===== src/rtl/mem_port_arbiter.sv =====
`default_nettype none
// ============================================================================
//  Module      : mem_port_arbiter
//  Description : Shares one single-ported memory bus between the instruction
//                fetch port and the data-access port. MEM has priority unless
//                IF has been passed over MEM_BURST_MAX times in a row. Every
//                bus transaction ends in a one-cycle ack, with an error flag
//                if the bus does not respond within TIMEOUT cycles.
//  Revision    : 1.0 - initial release
// ============================================================================
module mem_port_arbiter #(
    parameter int ADDR_W        = 32,
    parameter int DATA_W        = 32,
    parameter int MEM_BURST_MAX = 4,
    parameter int TIMEOUT       = 255
) (
    input  logic                  clk_i,
    input  logic                  rst,
    // instruction fetch port
    input  logic                  if_req,
    input  logic [ADDR_W-1:0]     if_addr,
    output logic                  if_ack,
    output logic                  if_err,
    output logic [DATA_W-1:0]     if_rdata,
    // data access port
    input  logic                  mem_req,
    input  logic                  mem_we,
    input  logic [ADDR_W-1:0]     mem_addr,
    input  logic [DATA_W-1:0]     mem_wdata,
    input  logic [DATA_W/8-1:0]   mem_wstrb,
    output logic                  mem_ack,
    output logic                  mem_err,
    output logic [DATA_W-1:0]     mem_rdata,
    // shared memory bus
    output logic                  bus_req,
    output logic                  bus_we,
    output logic [ADDR_W-1:0]     bus_addr,
    output logic [DATA_W-1:0]     bus_wdata,
    output logic [DATA_W/8-1:0]   bus_wstrb,
    input  logic [DATA_W-1:0]     bus_rdata,
    input  logic                  bus_ack,
    // pipeline status
    output logic                  stall_o,
    output logic                  busy_o
);

    localparam int              BC_W        = $clog2(MEM_BURST_MAX + 1);
    localparam logic [BC_W-1:0] c_BURST_MAX = BC_W'(MEM_BURST_MAX);
    localparam logic [15:0]     c_TO_LAST   = 16'(TIMEOUT - 1);

    typedef enum logic [1:0] {
        IDLE    = 2'd0,
        BUS_IF  = 2'd1,
        BUS_MEM = 2'd2,
        RESP    = 2'd3
    } state_e;

    state_e                 state_q;
    logic [BC_W-1:0]        burst_cnt_q;
    logic [15:0]            to_cnt_q;
    logic                   busy_q;
    logic                   bus_req_q;
    logic                   bus_we_q;
    logic [ADDR_W-1:0]      bus_addr_q;
    logic [DATA_W-1:0]      bus_wdata_q;
    logic [DATA_W/8-1:0]    bus_wstrb_q;
    logic                   if_ack_q;
    logic                   if_err_q;
    logic [DATA_W-1:0]      if_rdata_q;
    logic                   mem_ack_q;
    logic                   mem_err_q;
    logic [DATA_W-1:0]      mem_rdata_q;

    logic                   grant_mem_d;
    logic                   grant_if_d;
    logic [BC_W-1:0]        burst_cnt_d;

    // Arbitration decision and the MEM-run counter update it implies
    always_comb begin
        grant_mem_d = mem_req && !(if_req && (burst_cnt_q == c_BURST_MAX));
        grant_if_d  = !grant_mem_d && if_req;
        burst_cnt_d = burst_cnt_q;
        if (grant_mem_d) begin
            if (!if_req) begin
                burst_cnt_d = '0;
            end else if (burst_cnt_q != c_BURST_MAX) begin
                burst_cnt_d = burst_cnt_q + BC_W'(1);
            end
        end else if (grant_if_d) begin
            burst_cnt_d = '0;
        end
    end

    // Transaction sequencer: grant, wait for bus completion or timeout, respond
    always_ff @(posedge clk_i or negedge rst) begin
        if (!rst) begin
            state_q     <= IDLE;
            burst_cnt_q <= '0;
            to_cnt_q    <= '0;
            busy_q      <= 1'b0;
            bus_req_q   <= 1'b0;
            bus_we_q    <= 1'b0;
            bus_addr_q  <= '0;
            bus_wdata_q <= '0;
            bus_wstrb_q <= '0;
            if_ack_q    <= 1'b0;
            if_err_q    <= 1'b0;
            if_rdata_q  <= '0;
            mem_ack_q   <= 1'b0;
            mem_err_q   <= 1'b0;
            mem_rdata_q <= '0;
        end else begin
            case (state_q)
                IDLE: begin
                    burst_cnt_q <= burst_cnt_d;
                    if (grant_mem_d) begin
                        state_q     <= BUS_MEM;
                        busy_q      <= 1'b1;
                        bus_req_q   <= 1'b1;
                        bus_we_q    <= mem_we;
                        bus_addr_q  <= mem_addr;
                        bus_wdata_q <= mem_wdata;
                        bus_wstrb_q <= mem_wstrb;
                        to_cnt_q    <= '0;
                    end else if (grant_if_d) begin
                        state_q     <= BUS_IF;
                        busy_q      <= 1'b1;
                        bus_req_q   <= 1'b1;
                        bus_we_q    <= 1'b0;
                        bus_addr_q  <= if_addr;
                        bus_wdata_q <= '0;
                        bus_wstrb_q <= '0;
                        to_cnt_q    <= '0;
                    end
                end
                BUS_IF, BUS_MEM: begin
                    // bus_ack takes precedence over a timeout in the same cycle
                    if (bus_ack || (to_cnt_q == c_TO_LAST)) begin
                        state_q   <= RESP;
                        bus_req_q <= 1'b0;
                        if (state_q == BUS_IF) begin
                            if_ack_q   <= 1'b1;
                            if_err_q   <= !bus_ack;
                            if_rdata_q <= bus_ack ? bus_rdata : '0;
                        end else begin
                            mem_ack_q   <= 1'b1;
                            mem_err_q   <= !bus_ack;
                            mem_rdata_q <= (bus_ack && !bus_we_q) ? bus_rdata : '0;
                        end
                    end else begin
                        to_cnt_q <= to_cnt_q + 16'd1;
                    end
                end
                RESP: begin
                    // requests are deliberately ignored here; the requester
                    // updates its req on the edge that ends this cycle
                    state_q   <= IDLE;
                    busy_q    <= 1'b0;
                    if_ack_q  <= 1'b0;
                    mem_ack_q <= 1'b0;
                end
                default: begin
                    state_q <= IDLE;
                end
            endcase
        end
    end

    assign bus_req   = bus_req_q;
    assign bus_we    = bus_we_q;
    assign bus_addr  = bus_addr_q;
    assign bus_wdata = bus_wdata_q;
    assign bus_wstrb = bus_wstrb_q;
    assign if_ack    = if_ack_q;
    assign if_err    = if_err_q;
    assign if_rdata  = if_rdata_q;
    assign mem_ack   = mem_ack_q;
    assign mem_err   = mem_err_q;
    assign mem_rdata = mem_rdata_q;
    assign busy_o    = busy_q;
    assign stall_o   = (if_req & ~if_ack_q) | (mem_req & ~mem_ack_q);

endmodule
`default_nettype wire


===== config.mk =====
export PLATFORM = sky130hd
export DESIGN_NAME = mem_port_arbiter
export DESIGN_NICKNAME = d
export VERILOG_FILES = /design/src/rtl/mem_port_arbiter.sv
export SDC_FILE = /design/constraint.sdc
export NUM_CORES = 1
export LEC_CHECK = 0
export ABC_AREA = 1
export BUFFER_PORTS_ARGS = -buffer_cell sky130_fd_sc_hd__buf_2
export CAP_MARGIN = 30
export CORE_ASPECT_RATIO = 2
export CORE_MARGIN = 2
export CORE_UTILIZATION = 55
export CTS_BUF_LIST = sky130_fd_sc_hd__clkbuf_8
export DETAILED_ROUTE_END_ITERATION = 12
export GPL_TIMING_DRIVEN = 0
export PLACE_DENSITY = 0.93
export RECOVER_POWER = 100
export SETUP_SLACK_MARGIN = 0.5
export SYNTH_ARGS = -nofsm -noshare
export SYNTH_HDL_FRONTEND = slang
export SYNTH_SLANG_ARGS = --single-unit

===== constraint.sdc =====
create_clock -name clk_i -period 3.2 [get_ports clk_i]
set_clock_uncertainty 0.2 [all_clocks]
set_input_delay 0.32 -clock clk_i [delete_from_list [all_inputs] [get_ports clk_i]]
set_output_delay 0.32 -clock clk_i [all_outputs]
set_load 0.005 [all_outputs]

==> reports/qor.csv, run 1 <==
metric,value,unit
hpwl,15700,um
drive_gt1_share,20.6,%
instances_no_fill,1456,
finalCritPeriodShare,86.8,%
ir_worst_vdd,638,uV
synth_cell_types,30,
syn-cell-area,0.00721,mm^2
synthTopCellsByArea,"dfrtp_1 56%, nand2_1 18%, a21oi_1 4.6%",
synthAdderAreaFrac,1.39,%
fin_crit,2.78,ns
async_flop_share,100,%
arrival,2.97,ns
hold_path_class,input port to asynchronous set/reset pin,
finalPower,0.00899,W
n_fill_cell,826,
r2r_end,bus_addr[30]$_DFFE_PN0P_,
required,3.39,ns
grtUsageTotal,40.5,%
die_area,0.0141,mm^2
synth_ff_type,dfrtp_1,
dp.cells,1287,
synthesis.nets,1003,
synth_compound_area_share,9.47,%
route.detailed.drc,0,
die_h,166,um
finalMaxSlewViolations,120,
place_ws,1.07,ns
post_cts_buffers,0,
synth_mux_area_share,0,%
rsz0062_at_grt,yes,
multiInputGateArea,0.00278,mm^2
timing.rr.start,state_q[0]$_DFFE_PN0P_,
grt_overflow,0,
status,"finished, violations left",
clock-root-buffer,clkbuf_8,
route.vias.total,8442,
drv_cap,1,
postLayoutCellArea,0.0104,mm^2
seq_area_frac_synth,55.5,%
synth.most_common_cell,nand2_1,
cts-htree-levels,4,
syn_to_final_growth,43.6,%
synth.top_cell.area_share,55.5,%
cts_made_buffers,17,
setup_ws,0.424,ns
endpoint_kind,register,
clkSinkCount,160,
clk-insertion-delay-late,0.45,ns
postSynthAreaPerCell,8.42,um^2
synth.cells.most_frequent,"337 x nand2_1, 160 x dfrtp_1, 67 x a21oi_1",
worst_pin_slew,1.66,ns
rrSetupSlack,0.42,ns
routabilityCongestion,0.913,
critPathCapture,bus_addr[30]$_DFFE_PN0P_,
synth_top_cell_by_area,dfrtp_1,
max_freq,360,MHz
rows,59,
clk_pin_slew_worst_paths,0.11,ns
ioPinCount,278,
place_area,0.00883,mm^2
cts_tree,built,
grt_max_degree,120,
powerDensity,868,mW/mm^2
die_w,85.0,um
start_util,55.8,%
fin_nets,1436,
relSlewSlack,-10.7,%
coreArea,0.0129,mm^2
routed_via_density,5.80,
cp_max_fo,10,
critPathLaunch,state_q[0]$_DFFE_PN0P_,
drtAntennaViolNets,0,
ys_seq_elements,160,
synth_top_family_by_area,simple AND/OR/NAND/NOR gates,
worstSetupPathType,register to register,
cts.path.max_buffers,2,
port-buffer-count,277,
synthSimpleGateAreaFrac,28.4,%
synthCells,857,
p_leak,5.30,nW
grt_first_pass_wirelength,44700,um
violations,"max-capacitance violations, max-slew violations",
drtIter0Drc,748,
ff_latch_area,0.00400,mm^2
whs,0.126,ns
timing.final.hold_violations,0,
wl_per_cell,19.5,um
synth_edf_count,0,
routed_wl,28400,um
antenna_found_initial,1,
finalSetupViolations,0,
synth_xor_area_share,0.364,%
yosysWarnings,0,
grt_pass1_vias,8876,
firstDrtPassIters,6,
setup.worst_path.start_class,register,
ff2ff_path_depth,7,
## critical path, stage by stage, from the launching register on
cell and delay [ns]:
dfrtp_1 0.40, inv_1 0.08, ha_1 0.25, nand2_1 0.42, clkbuf_1 0.48, a21oi_1 0.11
a21oi_1 0.19, dlygate4sd3_1 0.58
## cells by family after synthesis
logic type      after synthesis
fa+ha+maj                     8
xor+xnor                      3
flops                       160
simple gates                493
buf+inv                      76
compound gates              117
## what timing repair did
item,in CTS,in global routing
setup endpoints to repair,0,31
gates resized for setup,0,19
hold buffers,136,0
hold endpoints to repair,177,0
## stage by stage
step	setup TNS (ns)	utilization, %
floorplan	0	-
global placement	-124.43	68.0
detailed placement	0	68.3
CTS	0	81.8
global route	0	80.2
finish	0	80.2
## worst min path at each step
stage	end	slack [ns]
floorplan	burst_cnt_q[0]$_DFFE_PN0P_	-0.18
global placement	if_rdata[11]$_DFFE_PN0P_	0.25
detailed placement	bus_wdata[31]$_DFFE_PN0P_	0.03
CTS	bus_wdata[30]$_DFFE_PN0P_	0.13
global route	bus_wdata[30]$_DFFE_PN0P_	0.15
finish	bus_wdata[30]$_DFFE_PN0P_	0.13
## cell type report
type | instances | share of cell area, %
timing repair buffer | 414 | 25.5
clock buffer | 17 | 2.26
sequential | 160 | 38.6
clock inverter | 15 | 1.42
buffer | 42 | 2.20
antenna | 1 | 0.0242
tap | 152 | 1.84
multi-input combinational | 621 | 26.9
inverter | 34 | 1.26
## sequential cells by signal, summed over array words and instances (netlist names)
signal / flops
bus_wdata: 32
if_err: 1
mem_ack: 1
bus_req: 1
bus_we: 1
to_cnt_q: 16
bus_addr: 32
burst_cnt_q: 3
state_q: 2
if_ack: 1
mem_rdata: 32
busy_o: 1
mem_err: 1
bus_wstrb: 4
if_rdata: 32
## report_power, final
| group | internal [W] | total (W) | switching (W) |
|---|---|---|---|
| Combinational | 0.00162 | 0.00411 | 0.00249 |
| Sequential | 0.00284 | 0.00344 | 0.000601 |
| Clock | 0.000574 | 0.00145 | 0.000873 |
| Total | 0.00503 | 0.00899 | 0.00397 |
## layer usage
metal / GRT usage, % / up-vias / wire length [um]
met1: 43.2 / 3957 / 9150
li1: - / 3593 / -
met4: 30.7 / 0 / 2620
met3: 8.60 / 235 / 2290
met2: 68.1 / 657 / 14300
met5: 0 / - / 0
## layout by cell type (no fill, tap or decap), drive strengths merged
cell type    synthesis  routed
a21boi               1       1
clkinvlp             0       4
o22ai                3       3
clkbuf              20     141
a31o                 1       1
a21oi               68      68
nand3               55      55
nor3b                2       2
nand2              364     364
nand3b               1       1
xnor2                3       3
a211oi               2       2
nand4                2       2
dfrtp              160     160
or2                  1       1
diode                0       1
buf                 22     196
ha                   8       8
inv                 34      40
clkinv               0       5
nor2                68      68
dlygate4sd3          0     136
o21ai               42      42
No activity file was read; power rests on OpenSTA's default activity.
==> inputs of run 2 (changes only) <==
Settings changed: ABC_AREA 1 to unset, CORE_UTILIZATION 55 to 54.
==> run 2 against run 1 <==
The flow still finishes with violations (max-capacitance violations, max-slew violations). Final cell count is 8.8% lower. Final area is 2.4% lower. Combinational power is 15% lower. Non-clock buffer count is 7 higher. Synthesized area is 4.5% lower. Register-to-register slack worse by 0.04 ns. Global-route usage is 1.9 points lower. Fmax is 1.3% lower. First-iteration DRC count is 13% lower. Setup slack worse by 0.036 ns. Clock power is 8% higher. Die area is 2.7% lower. Critical path type unchanged.
==> reports/qor.csv, run 2 <==
metric,value,unit
synth_edf_count,0,
synth_ff_type,dfrtp_1,
rsz0062_at_grt,yes,
die_w,83.9,um
violations,"max-capacitance violations, max-slew violations",
ff_latch_area,0.00400,mm^2
cpMostUsedCell,clkbuf_1,
wl_per_cell,19.8,um
grtUsageTotal,38.6,%
finalMaxSlewViolations,81,
coreArea,0.0125,mm^2
rows,58,
relSlewSlack,-35.9,%
seq_area_frac_synth,58.1,%
finalSetupViolations,0,
met1_length,8540,um
route.detailed.drc,0,
met3RoutedLength,2220,um
max_freq,356,MHz
ys_seq_elements,160,
synth_cell_types,46,
start_util,55.2,%
cts.path.max_buffers,2,
crit_buf_inv,4,
finalCritPeriodShare,87.9,%
worst_pin_slew,2.04,ns
synth.top_cell.area_share,58.1,%
fin_nets,1311,
ioPinCount,278,
powerDensity,835,mW/mm^2
finalPower,0.00844,W
async_flop_share,100,%
grt_overflow,0,
drive_gt1_share,18.8,%
layout_common_cells,"236 x nand2_1, 176 x buf_2, 160 x dfrtp_1",
hpwl,15100,um
yosysWarnings,0,
wl_met2,13700,um
drtAntennaViolNets,0,
cp_max_fo,10,
ir_worst_vdd,536,uV
syn_to_final_growth,46.8,%
worstSetupPathType,register to register,
syn-cell-area,0.00689,mm^2
grt_max_degree,82,
p_leak,4.76,nW
die_area,0.0137,mm^2
die_h,164,um
synthCells,732,
status,"finished, violations left",
path_delay_family,buffers and inverters,
synth.cells.most_frequent,"236 x nand2_1, 160 x dfrtp_1, 49 x o21ai_0",
setup.worst_path.start_class,register,
cts-htree-levels,4,
final_common_cell,nand2_1,
endpoint_kind,register,
required,3.34,ns
drtIter0Drc,652,
firstDrtPassIters,6,
grt_first_pass_wirelength,41700,um
routabilityCongestion,0.903,
synthTopCellsByArea,"dfrtp_1 58%, nand2_1 13%, a22o_1 4.1%",
fin_crit,2.81,ns
hold_path_class,input port to register,
n_fill_cell,727,
synthesis.nets,878,
clock-root-buffer,clkbuf_8,
port-buffer-count,277,
antenna_found_initial,0,
drv_cap,1,
postSynthAreaPerCell,9.41,um^2
arrival,2.95,ns
post_cts_buffers,0,
synth.most_common_cell,nand2_1,
cpMaxStageDelayCell,clkbuf_1,
routed_via_density,5.87,
instances_no_fill,1328,
synth_top_cell_by_area,dfrtp_1,
clk_pin_slew_worst_paths,0.10,ns
multiInputGateArea,0.00259,mm^2
route.vias.total,7795,
dp.cells,1160,
routed_wl,26300,um
crit_path_cell_trace,"inv_1, ha_1, o21a_1, clkbuf_1, clkbuf_1, clkbuf_1, nor2_1, a31oi_1",
slowest_delay,0.48,ns
clkSinkCount,160,
clk-insertion-delay-late,0.44,ns
grt_pass1_vias,8279,
top_layer,met4,
cts_made_buffers,17,
timing.final.hold_violations,0,
cts_tree,built,
-- run 2: per-layer routing --
layer	global-route usage, %	vias up
li1	-	3367
met3	9.45	167
met4	27.5	0
met1	40.1	3659
met2	67.3	602
met5	0	-
-- run 2: cell type report --
class	count	area share, %
well taps	150	1.86
flip-flops and latches	160	39.6
diodes	1	0.0247
repair buffers	414	26.2
plain buffers	49	2.19
clock buffers	17	2.31
inverters	13	0.483
clock inverters	14	1.68
multi-input cells	510	25.6
-- run 2: final timing paths --
kind,start,to,slack (ns),cells after the start
hold reg to reg,mem_rdata[19]$_DFFE_PN0P_,mem_rdata[19]$_DFFE_PN0P_,0.29,2
setup reg to reg,state_q[1]$_DFFE_PN0P_,bus_addr[11]$_DFFE_PN0P_,0.39,8
hold / removal,mem_req,bus_req$_DFFE_PN0P_,0.28,5
min in group asynchronous,rst,if_rdata[4]$_DFFE_PN0P_,0.79,2
setup / recovery,state_q[1]$_DFFE_PN0P_,bus_addr[11]$_DFFE_PN0P_,0.39,8
max in group asynchronous,rst,bus_wdata[0]$_DFFE_PN0P_,0.79,2
-- run 2: metrics by stage --
step	utilization [%]	hold WS (ns)	area, um^2	setup WS (ns)	TNS (ns)
final	81.0	0.284	10100	0.388	0
after global routing	81.0	0.305	10100	0.295	0
after CTS	82.2	0.183	10300	0.584	0
after detailed placement	68.1	0.204	8490	0.487	0
after global placement	67.8	0.256	8460	-0.744	-116.97
after floorplan	-	-0.176	6890	1.01	0
-- run 2: repair_timing --
item / in CTS / in global routing
pin swaps: 0 / 0
hold buffers: 136 / 0
resized for setup: 1 / 12
endpoints found under the hold margin: 215 / 0
endpoints found under the setup margin: 14 / 38
-- run 2: worst register-to-register path, cell delays in order, from the launching register on --
cell and delay [ns]:
dfrtp_1 0.40, inv_1 0.11, ha_1 0.30, o21a_1 0.16
clkbuf_1 0.24, clkbuf_1 0.45, clkbuf_1 0.48, nor2_1 0.10
a31oi_1 0.28
-- run 2: cells by family (layout without fill, tap and decap cells) --
| group | count (synthesis) | after routing | synth area share, % |
|---|---|---|---|
| AOI/OAI and AO/OA | 170 | 170 | 15.8 |
| adders and majority gates | 8 | 8 | 1.45 |
| buffers and inverters | 62 | 507 | 4.05 |
| DFF | 160 | 160 | 58.1 |
| muxes | 3 | 3 | 0.436 |
| other | 0 | 1 | 0 |
| and+or+nand+nor | 329 | 329 | 20.1 |
-- run 2: where the power goes --
group / leakage [nW] / switching (W) / internal [W]
Clock: 0.206 / 0.000836 / 0.000723
Combinational: 2.53 / 0.00215 / 0.00135
Sequential: 2.02 / 0.000561 / 0.00281
Total: 4.76 / 0.00355 / 0.00489
